$ cat config.mk
export PLATFORM = sky130hd
export DESIGN_NAME = lru_age_tracker
export DESIGN_NICKNAME = d
export VERILOG_FILES = /design/src/rtl/lru_pkg.sv /design/src/rtl/lru_age_update.sv /design/src/rtl/lru_age_tracker.sv
export SDC_FILE = /design/constraint.sdc
export NUM_CORES = 1
export LEC_CHECK = 0
export ABC_CLOCK_PERIOD_IN_PS = 7600
export CORE_MARGIN = 1.5
export CORE_UTILIZATION = 45
export CTS_CLUSTER_SIZE = 16
export DETAILED_ROUTE_END_ITERATION = 10
export SYNTH_ARGS = -nofsm -noshare
export SYNTH_HDL_FRONTEND = slang
export SYNTH_SLANG_ARGS = --single-unit
$ cat constraint.sdc
create_clock -name clk -period 7.6 [get_ports clk]
set_input_delay 0.76 -clock clk [delete_from_list [all_inputs] [get_ports clk]]
set_output_delay 0.76 -clock clk [all_outputs]
set_load 0.005 [all_outputs]
$ cat src/rtl/lru_pkg.sv
`default_nettype none
// ============================================================================
// Module  : lru_pkg
// Purpose : Shared definitions for the LRU age tracker: operation encodings
//           and the derived width helpers used by the tracker and its
//           per-set update block.
// Revision: 1.0 - initial release
// ============================================================================
package lru_pkg;

  // Operation encodings carried on req_op / rsp_op.
  typedef enum logic [1:0] {
    OP_TOUCH = 2'b00,
    OP_ALLOC = 2'b01,
    OP_INVAL = 2'b10,
    OP_QUERY = 2'b11
  } lru_op_e;

  // Width of one age value, which is also the width of a way index.
  function automatic int lru_age_width(input int ways);
    return (ways <= 1) ? 1 : $clog2(ways);
  endfunction

  // Width of a set index; never narrower than one bit.
  function automatic int lru_set_width(input int sets);
    return (sets <= 1) ? 1 : $clog2(sets);
  endfunction

endpackage
`default_nettype wire

$ cat src/rtl/lru_age_update.sv
`default_nettype none
// ============================================================================
// Module  : lru_age_update
// Purpose : Purely combinational next-age computation for one set.
//           Each way compares its age against the reference age (the age of
//           the addressed way, or of the victim for ALLOC) and produces an
//           inc flag (age < ref) and a dec flag (age > ref).
// Ports   : ages_in  - WAYS packed ages, way i at bits [i*AGE_W +: AGE_W]
//           op       - operation (TOUCH/ALLOC/INVAL/QUERY)
//           way      - addressed way (ignored for ALLOC/QUERY)
//           ages_out - updated ages, same packing as ages_in
//           victim   - way currently holding age WAYS-1 (before update)
// Revision: 1.0 - initial release
// ============================================================================
module lru_age_update
  import lru_pkg::*;
#(
  parameter int WAYS  = 4,
  parameter int AGE_W = lru_age_width(WAYS)
) (
  input  logic [WAYS*AGE_W-1:0] ages_in,
  input  logic [1:0]            op,
  input  logic [AGE_W-1:0]      way,
  output logic [WAYS*AGE_W-1:0] ages_out,
  output logic [AGE_W-1:0]      victim
);

  localparam logic [AGE_W-1:0] C_LRU_AGE = AGE_W'(WAYS - 1);

  logic [WAYS-1:0]  w_is_lru;
  logic [WAYS-1:0]  w_inc;
  logic [WAYS-1:0]  w_dec;
  logic [AGE_W-1:0] w_target;
  logic [AGE_W-1:0] w_ref_age;

  // Ages are a permutation, so exactly one way is LRU; OR-ing the indices of
  // the flagged ways yields that index without a priority chain.
  always_comb begin
    victim = '0;
    for (int i = 0; i < WAYS; i++) begin
      if (w_is_lru[i]) begin
        victim = victim | AGE_W'(i);
      end
    end
  end

  // ALLOC behaves as a TOUCH of the victim way.
  assign w_target  = (op == OP_ALLOC) ? victim : way;
  assign w_ref_age = ages_in[w_target*AGE_W +: AGE_W];

  for (genvar i = 0; i < WAYS; i++) begin : g_way
    logic [AGE_W-1:0] w_age;
    logic [AGE_W-1:0] w_new;
    logic             w_sel;

    assign w_age       = ages_in[i*AGE_W +: AGE_W];
    assign w_sel       = (w_target == AGE_W'(i));
    assign w_is_lru[i] = (w_age == C_LRU_AGE);
    assign w_inc[i]    = (w_age < w_ref_age);
    assign w_dec[i]    = (w_age > w_ref_age);

    always_comb begin
      w_new = w_age;
      case (op)
        OP_TOUCH, OP_ALLOC: begin
          if (w_sel) begin
            w_new = '0;
          end else if (w_inc[i]) begin
            w_new = w_age + AGE_W'(1);
          end
        end
        OP_INVAL: begin
          if (w_sel) begin
            w_new = C_LRU_AGE;
          end else if (w_dec[i]) begin
            w_new = w_age - AGE_W'(1);
          end
        end
        default: begin
          w_new = w_age;
        end
      endcase
    end

    assign ages_out[i*AGE_W +: AGE_W] = w_new;
  end

endmodule
`default_nettype wire

$ cat src/rtl/lru_age_tracker.sv
`default_nettype none
// ============================================================================
// Module  : lru_age_tracker
// Purpose : True-LRU replacement tracker. Holds one age per way per set
//           (0 = MRU, WAYS-1 = LRU) and services TOUCH / ALLOC / INVAL /
//           QUERY requests through a valid/ready handshake with a
//           single-entry registered response.
// Ports   : clk, rst              - clock, async active-high reset
//           req_valid/req_ready   - request handshake
//           req_op/req_set/req_way- operation, target set, addressed way
//           rsp_valid/rsp_ready   - response handshake
//           rsp_way/rsp_op        - echoed way or victim, echoed op
// Revision: 1.0 - initial release
// ============================================================================
module lru_age_tracker
  import lru_pkg::*;
#(
  parameter int WAYS  = 4,
  parameter int SETS  = 16,
  parameter int AGE_W = lru_age_width(WAYS),
  parameter int SET_W = lru_set_width(SETS)
) (
  input  logic             clk,
  input  logic             rst,
  input  logic             req_valid,
  output logic             req_ready,
  input  logic [1:0]       req_op,
  input  logic [SET_W-1:0] req_set,
  input  logic [AGE_W-1:0] req_way,
  output logic             rsp_valid,
  input  logic             rsp_ready,
  output logic [AGE_W-1:0] rsp_way,
  output logic [1:0]       rsp_op
);

  localparam int ROW_W = WAYS * AGE_W;

  // Reset permutation: way i holds age i.
  function automatic logic [ROW_W-1:0] f_reset_row();
    logic [ROW_W-1:0] r;
    r = '0;
    for (int i = 0; i < WAYS; i++) begin
      r[i*AGE_W +: AGE_W] = AGE_W'(i);
    end
    return r;
  endfunction

  localparam logic [ROW_W-1:0] C_RESET_ROW = f_reset_row();

  logic [ROW_W-1:0] age_q [SETS];
  logic [ROW_W-1:0] age_d [SETS];

  logic             rsp_valid_q, rsp_valid_d;
  logic [AGE_W-1:0] rsp_way_q,   rsp_way_d;
  logic [1:0]       rsp_op_q,    rsp_op_d;

  logic [SETS-1:0]  w_set_hit;
  logic [ROW_W-1:0] w_row;
  logic [ROW_W-1:0] w_row_new;
  logic [AGE_W-1:0] w_victim;
  logic             w_accept;

  // Single-entry output register: a new request may enter whenever the slot
  // is empty or is being drained in this same cycle.
  assign req_ready = !rsp_valid_q || rsp_ready;
  assign w_accept  = req_valid && req_ready;

  // Set decode is written as a compare per set rather than an array index
  // so that a one-set configuration needs no zero-width index.
  always_comb begin
    w_set_hit = '0;
    w_row     = '0;
    for (int s = 0; s < SETS; s++) begin
      w_set_hit[s] = (SETS == 1) || (req_set == SET_W'(s));
      if (w_set_hit[s]) begin
        w_row = age_q[s];
      end
    end
  end

  lru_age_update #(
    .WAYS  (WAYS),
    .AGE_W (AGE_W)
  ) u_update (
    .ages_in  (w_row),
    .op       (req_op),
    .way      (req_way),
    .ages_out (w_row_new),
    .victim   (w_victim)
  );

  // Only the addressed set is written, and only on an accepted request.
  always_comb begin
    for (int s = 0; s < SETS; s++) begin
      age_d[s] = age_q[s];
      if (w_accept && w_set_hit[s]) begin
        age_d[s] = w_row_new;
      end
    end
  end

  always_comb begin
    rsp_valid_d = rsp_valid_q;
    rsp_way_d   = rsp_way_q;
    rsp_op_d    = rsp_op_q;
    if (w_accept) begin
      rsp_valid_d = 1'b1;
      rsp_op_d    = req_op;
      rsp_way_d   = ((req_op == OP_ALLOC) || (req_op == OP_QUERY)) ? w_victim : req_way;
    end else if (rsp_ready) begin
      rsp_valid_d = 1'b0;
    end
  end

  always_ff @(posedge clk or posedge rst) begin
    if (rst) begin
      for (int s = 0; s < SETS; s++) begin
        age_q[s] <= C_RESET_ROW;
      end
      rsp_valid_q <= 1'b0;
      rsp_way_q   <= '0;
      rsp_op_q    <= '0;
    end else begin
      for (int s = 0; s < SETS; s++) begin
        age_q[s] <= age_d[s];
      end
      rsp_valid_q <= rsp_valid_d;
      rsp_way_q   <= rsp_way_d;
      rsp_op_q    <= rsp_op_d;
    end
  end

  assign rsp_valid = rsp_valid_q;
  assign rsp_way   = rsp_way_q;
  assign rsp_op    = rsp_op_q;

endmodule
`default_nettype wire

Yosys cells after proc, flatten, opt, wreduce, memory -nomap -nowiden

Cells that the tools add are included.

Bits in registers: 133
Input bits: 12
Output and inout bits: 6
Logic and storage cells: 128

Add/sub/neg operators: 8
$lt $le $gt $ge: 8
Equality and inequality tests: 24
Shift operators: 1
Muxes and demuxes: 43
Reductions and logical operators: 25

Operator list:

| operator                                                           | count |
|---|---|
| 8-bit two-way mux                                                  | 16 |
| 2-bit two-way mux                                                  | 20 |
| 4-bit == test, second input constant                               | 8 |
| 1-bit logical AND                                                  | 17 |
| 4-bit by 3-bit == test with 1-bit output, second input constant    | 4 |
| 2-bit case mux with 2 select lines                                 | 4 |
| 2-bit == test, second input constant                               | 7 |
| 2-bit by 1-bit adder with 2-bit output, second input constant      | 4 |
| 4-bit by 2-bit == test with 1-bit output, second input constant    | 2 |
| 2-bit > comparator                                                 | 4 |
| 2-bit less-than comparator                                         | 4 |
| 8-bit by 4-bit variable part select with 2-bit output              | 1 |
| 2-bit by 1-bit subtractor with 2-bit output, second input constant | 4 |
| 2-bit by 1-bit == test with 1-bit output, second input constant    | 2 |
| 4-bit by 1-bit == test with 1-bit output, second input constant    | 1 |
| 2-bit zero test                                                    | 2 |
| 4-bit zero test                                                    | 1 |
| 1-bit two-way mux                                                  | 3 |
| 1-bit logical OR                                                   | 2 |
| 2-bit nonzero test                                                 | 1 |
| 2-bit OR reduction                                                 | 1 |
| 1-bit zero test                                                    | 1 |

Logic depth before layout (Yosys ltp)

Depth in word-level cells: 27
Mapped depth: 24
Gate-level depth less buffers: 19

Modules after synthesis

Synthesis repeated with hierarchy kept, for this count alone.

Cells, all modules: 662
Area, all modules: 7643.6 um^2

Modules (own cells, without submodules):

| module          | times used | cells each | area an instance (um^2) | sequential area each (um^2) |
|---|---|---|---|---|
| lru_age_tracker | 1          | 512        | 6663.9                  | 3408.3 |
| lru_age_update  | 1          | 150        | 979.7                   | 0.0 |

Worst setup path before layout

No wires, ideal clock.

Path kind: input to register
Start point: input port req_set[0]
End point: register age_q[108] in the netlist's numbering
Setup time: 0.125 ns
Arrival: 5.316 ns
Data required time: 7.475 ns
Slack: 2.160 ns
Cell stages on the path: 21
Path buffers: 6
Cell sequence: buf_6 > buf_6 > buf_2 > buf_2 > mux4_2 > a22oi_1 > a31o_2 > o21ai_0 > ha_1 > or2_2 > mux2_1 > a211oi_1 > a21oi_1 > ha_1 > nor2_1 > nand2b_4 > nor3b_1 > or4_1 > buf_2 > buf_6 > mux2_2

Word-level cells in the longest chain between the ends: 27
Elaborated cells on any way between the ends: 51
Those cells by class: 2 x add/sub; 2 x order compare; 19 x eq/ne; 1 x shift; 25 x mux; 2 x reduce/logical

RTL lines:

| what                                                             | RTL line                                   | text |
|---|---|---|
| from (decl)                                                      | lru_age_tracker.sv:28                      | `input logic [SET_W-1:0] req_set,` |
| 4-bit zero test                                                  | lru_age_tracker.sv:74                      | `w_set_hit[s] = (SETS == 1) \|\| (req_set == SET_W'(s));` |
| 8-bit two-way mux (16 in series)                                 | lru_age_tracker.sv:75                      | `if (w_set_hit[s]) begin` |
| 2-bit == test                                                    | lru_age_update.sv:58                       | `assign w_is_lru[i] = (w_age == C_LRU_AGE);` |
| 1-bit two-way mux                                                | lru_age_update.sv:41                       | `if (w_is_lru[i]) begin` |
| 2-bit two-way mux (2 in series)                                  | lru_age_update.sv:41                       |  |
| 2-bit two-way mux                                                | lru_age_update.sv:48                       | `assign w_target = (op == OP_ALLOC) ? victim : way;` |
| 8-bit by 4-bit variable part select with 2-bit output            | lru_age_update.sv:49                       | `assign w_ref_age = ages_in[w_target*AGE_W +: AGE_W];` |
| 2-bit > comparator or 2-bit less-than comparator (tied branches) | lru_age_update.sv:60, lru_age_update.sv:59 |  |
| 2-bit two-way mux (on tied branches)                             | lru_age_update.sv:75, lru_age_update.sv:68 |  |
| 2-bit two-way mux (on tied branches)                             | lru_age_update.sv:73, lru_age_update.sv:66 |  |
| 2-bit case mux with 2 select lines                               | lru_age_update.sv:64                       | `case (op)` |
| to (signal, indexed assignment)                                  | lru_age_tracker.sv:125                     | `age_q[s] <= age_d[s];` |
| to (decl)                                                        | lru_age_tracker.sv:50                      | `logic [ROW_W-1:0] age_q [SETS];` |

Parallel ways exist; a longest one is shown, timed or not.
A chain may end at the register's enable or synchronous reset.

Worst setup path after layout

Start point: input port req_set[2]
End point: register age_q[57] in the netlist's numbering

Same word-level chain as after synthesis.

==> results_dict.tcl <==
set metrics [dict create \
    status "complete, no violations" \
    cp.arrival_ps 6600 \
    min_period_ps 6330 \
    hold_viol 0 \
    critPathLaunchType "primary input" \
    tightest_slew_ps 1020 \
    std_cell_rows 46 \
    area_delta_synth_final_pct 11.7 \
    p_seq_frac 0.426 \
    drive_gt1_frac 0.215 \
    grt_antenna_before_repair 0 \
    crit_start "req_set[2]" \
    most-common-layout-cells "nand2_1, o21ai_0, dfrtp_1" \
    cts_max_path_buffers 2 \
    io_pins 18 \
    grt_pass1_vias 6058 \
    seqCellArea_mm2 0.00341 \
    pwr-share-clk 0.314 \
    insertedDiodeCount 0 \
    dp.cells 994 \
    relSlewSlack 0.323 \
    p_leak_nw 3.33 \
    cp_max_fo 19 \
    multi_input_area_mm2 0.00366 \
    cts_tree "done" \
    drv_slew 0 \
    grt_overflow_total 0 \
    hold_start "age_q[10]" \
    totalWireLength_mm 22.4 \
    whs_ps 463 \
    ir_worst_vdd_mv 0.199 \
    start_util 0.463 \
    yosys_warnings 0 \
    maxCapViolCount 0 \
    finalSetupViolations 0 \
    grt_setup_unrepaired "false" \
    syn_area_mm2 0.00741 \
    holdBufCountCts 0 \
    synthCells 802 \
    drt-pass1-iter-count 6 \
    utilization 0.517 \
    syn_avg_cell_area_um2 9.24 \
    synth-seq-cells 133 \
    via_count 6308 \
    r2r-start "age_q[51]" \
    dominantRegCellSynth "dfrtp_1" \
    final_cells 1026 \
    ys_types 88 \
    numCtsBuffers 17 \
    cts_max_level 4 \
    detail-route-antenna-nets 0 \
    crit_type "in -> reg" \
    synth_edf_count 0 \
    synth-seq-area-share 0.460 \
    dp_hpwl_mm 15.3 \
    core_mm2 0.0160 \
    grt_start_max_net_pins 81 \
    pre_cts_ws_ps 949 \
    hp-class "reg -> reg" \
    layout.nets 816 \
    switching_share 0.333 \
    p_int_w 0.00173 \
    final_common_cell "nand2_1" \
    dieArea_mm2 0.0172 \
    cp-end-kind "flip-flop" \
    clk_latency_ps 430 \
    gp_congestion 0.946 \
    p_comb_frac 0.260 \
    fin_ws_ps 1270 \
    drtIter0Drc 564 \
    clk_pin_slew_ps 60 \
    postCtsSetupRepairBufs 0 \
    drc 0 \
    synth.net_count 821 \
    wl_per_cell_um 21.9 \
    required_ps 7870 \
    finalSetupTns_ps 0 \
    gr-usage-all-layers 0.269 \
    die_y_um 131 \
    p_sw_w 0.000863 \
    clock_sinks 133 \
    ys_async_sr_fraction 1.00 \
    fill_cells 1510 \
    yosysTopAreaCell "dfrtp_1" \
    grt_pass1_wl_mm 35.4 \
    powerDensity_mw_per_mm2 313 \
    cts_root_buffer "clkbuf_16" \
    viasPerCell 6.15 \
    fp.dieW_um 131 \
    clock_skew_ps 16.4 \
    synthTopCellsByArea "dfrtp_1, dfstp_2, o21ai_0" \
    post_cts_resize_count 0 \
    portBuffers 17 \
    finalCritPeriodShare 0.833 \
    synth.top_cell.area_share 0.233 \
    max_freq_mhz 158 \
]
cell type report:
type                       instances  share of cell area
multi-input combinational        595               0.443
timing repair buffer              34              0.0348
sequential                       133               0.412
tap                              216              0.0327
clock inverter                    11              0.0136
clock buffer                      21              0.0568
inverter                          16             0.00756
metal layers:
metal | wire length, um | track usage | vias up | part of all wire
met5 | 0 | 0 | - | 0
met4 | 696 | 0.119 | 0 | 0.031
met3 | 1610 | 0.0571 | 49 | 0.072
met2 | 10300 | 0.416 | 288 | 0.46
met1 | 9840 | 0.366 | 3096 | 0.44
li1 | - | - | 2875 | -
logic make-up after synthesis:
group / share of synthesized area
XOR/XNOR: 0.00355
flip-flops: 0.460
buffers and inverters: 0.0458
multiplexers: 0.0739
AND/OR/NAND/NOR: 0.160
adder cells (fa/ha/maj): 0.0159
AO/OA/AOI/OAI: 0.241
path summary, 6_finish.rpt:
| kind | cells after the start | slack, ps | endpoint |
|---|---|---|---|
| max | 18 | 1270 | age_q[57] |
| min reg2reg | 2 | 460 | age_q[10] |
| min in group asynchronous | 2 | 930 | age_q[35] |
| max reg2reg | 16 | 2210 | age_q[57] |
| min | 2 | 460 | age_q[10] |
| max in group asynchronous | 3 | 5420 | age_q[76] |
registers in the layout, indices dropped and copies added (netlist names):
| name | cells |
|---|---|
| rsp_valid | 1 |
| rsp_way | 2 |
| rsp_op | 2 |
| age_q | 128 |
synth_stat cells, drive strengths merged (5+ instances only):
master    n
clkbuf   32
ha        7
mux2     29
nor2b     7
a21o      5
a21oi    24
o221ai    6
and2      5
nand3    12
dfstp    64
a31oi     7
a22oi     5
o31ai    10
o32ai     6
nor2     39
a211oi    8
mux2i    15
buf      26
inv      14
o22ai     6
or2       6
nand2   158
o21ai   142
nand2b   12
dfrtp    69
nor3      7
power groups by stage:
stage                     clock network [W]  registers (W)  logic, W
after detailed placement                  0        0.00111  0.000667
after global placement                    0        0.00111  0.000650
final                              0.000814        0.00111  0.000674
after global routing               0.000857        0.00113  0.000748
after floorplan                           0        0.00107  0.000492
after CTS                          0.000824        0.00110  0.000667
metrics by stage:
step                total power [W]  instance area [um2]
global route                0.00274                 8280
CTS                         0.00260                 8280
detailed placement          0.00178                 7690
floorplan                   0.00156                 7410
global placement            0.00176                 7690
finish                      0.00259                 8280
worst max-delay path, stage by stage:
cell,delay (ps)
clkdlybuf4s50_1,930
nand2b_1,320
o32ai_1,410
o31a_1,210
o31ai_2,110
a21oi_2,380
inv_1,190
ha_1,250
nor2_1,170
a21o_1,310
mux2i_1,120
a21oi_1,390
ha_1,300
or2_2,340
a21o_1,190
a211oi_1,330
a2bb2oi_2,670
o21ai_0,200
Note: power is estimated with default switching activity, not from simulation.
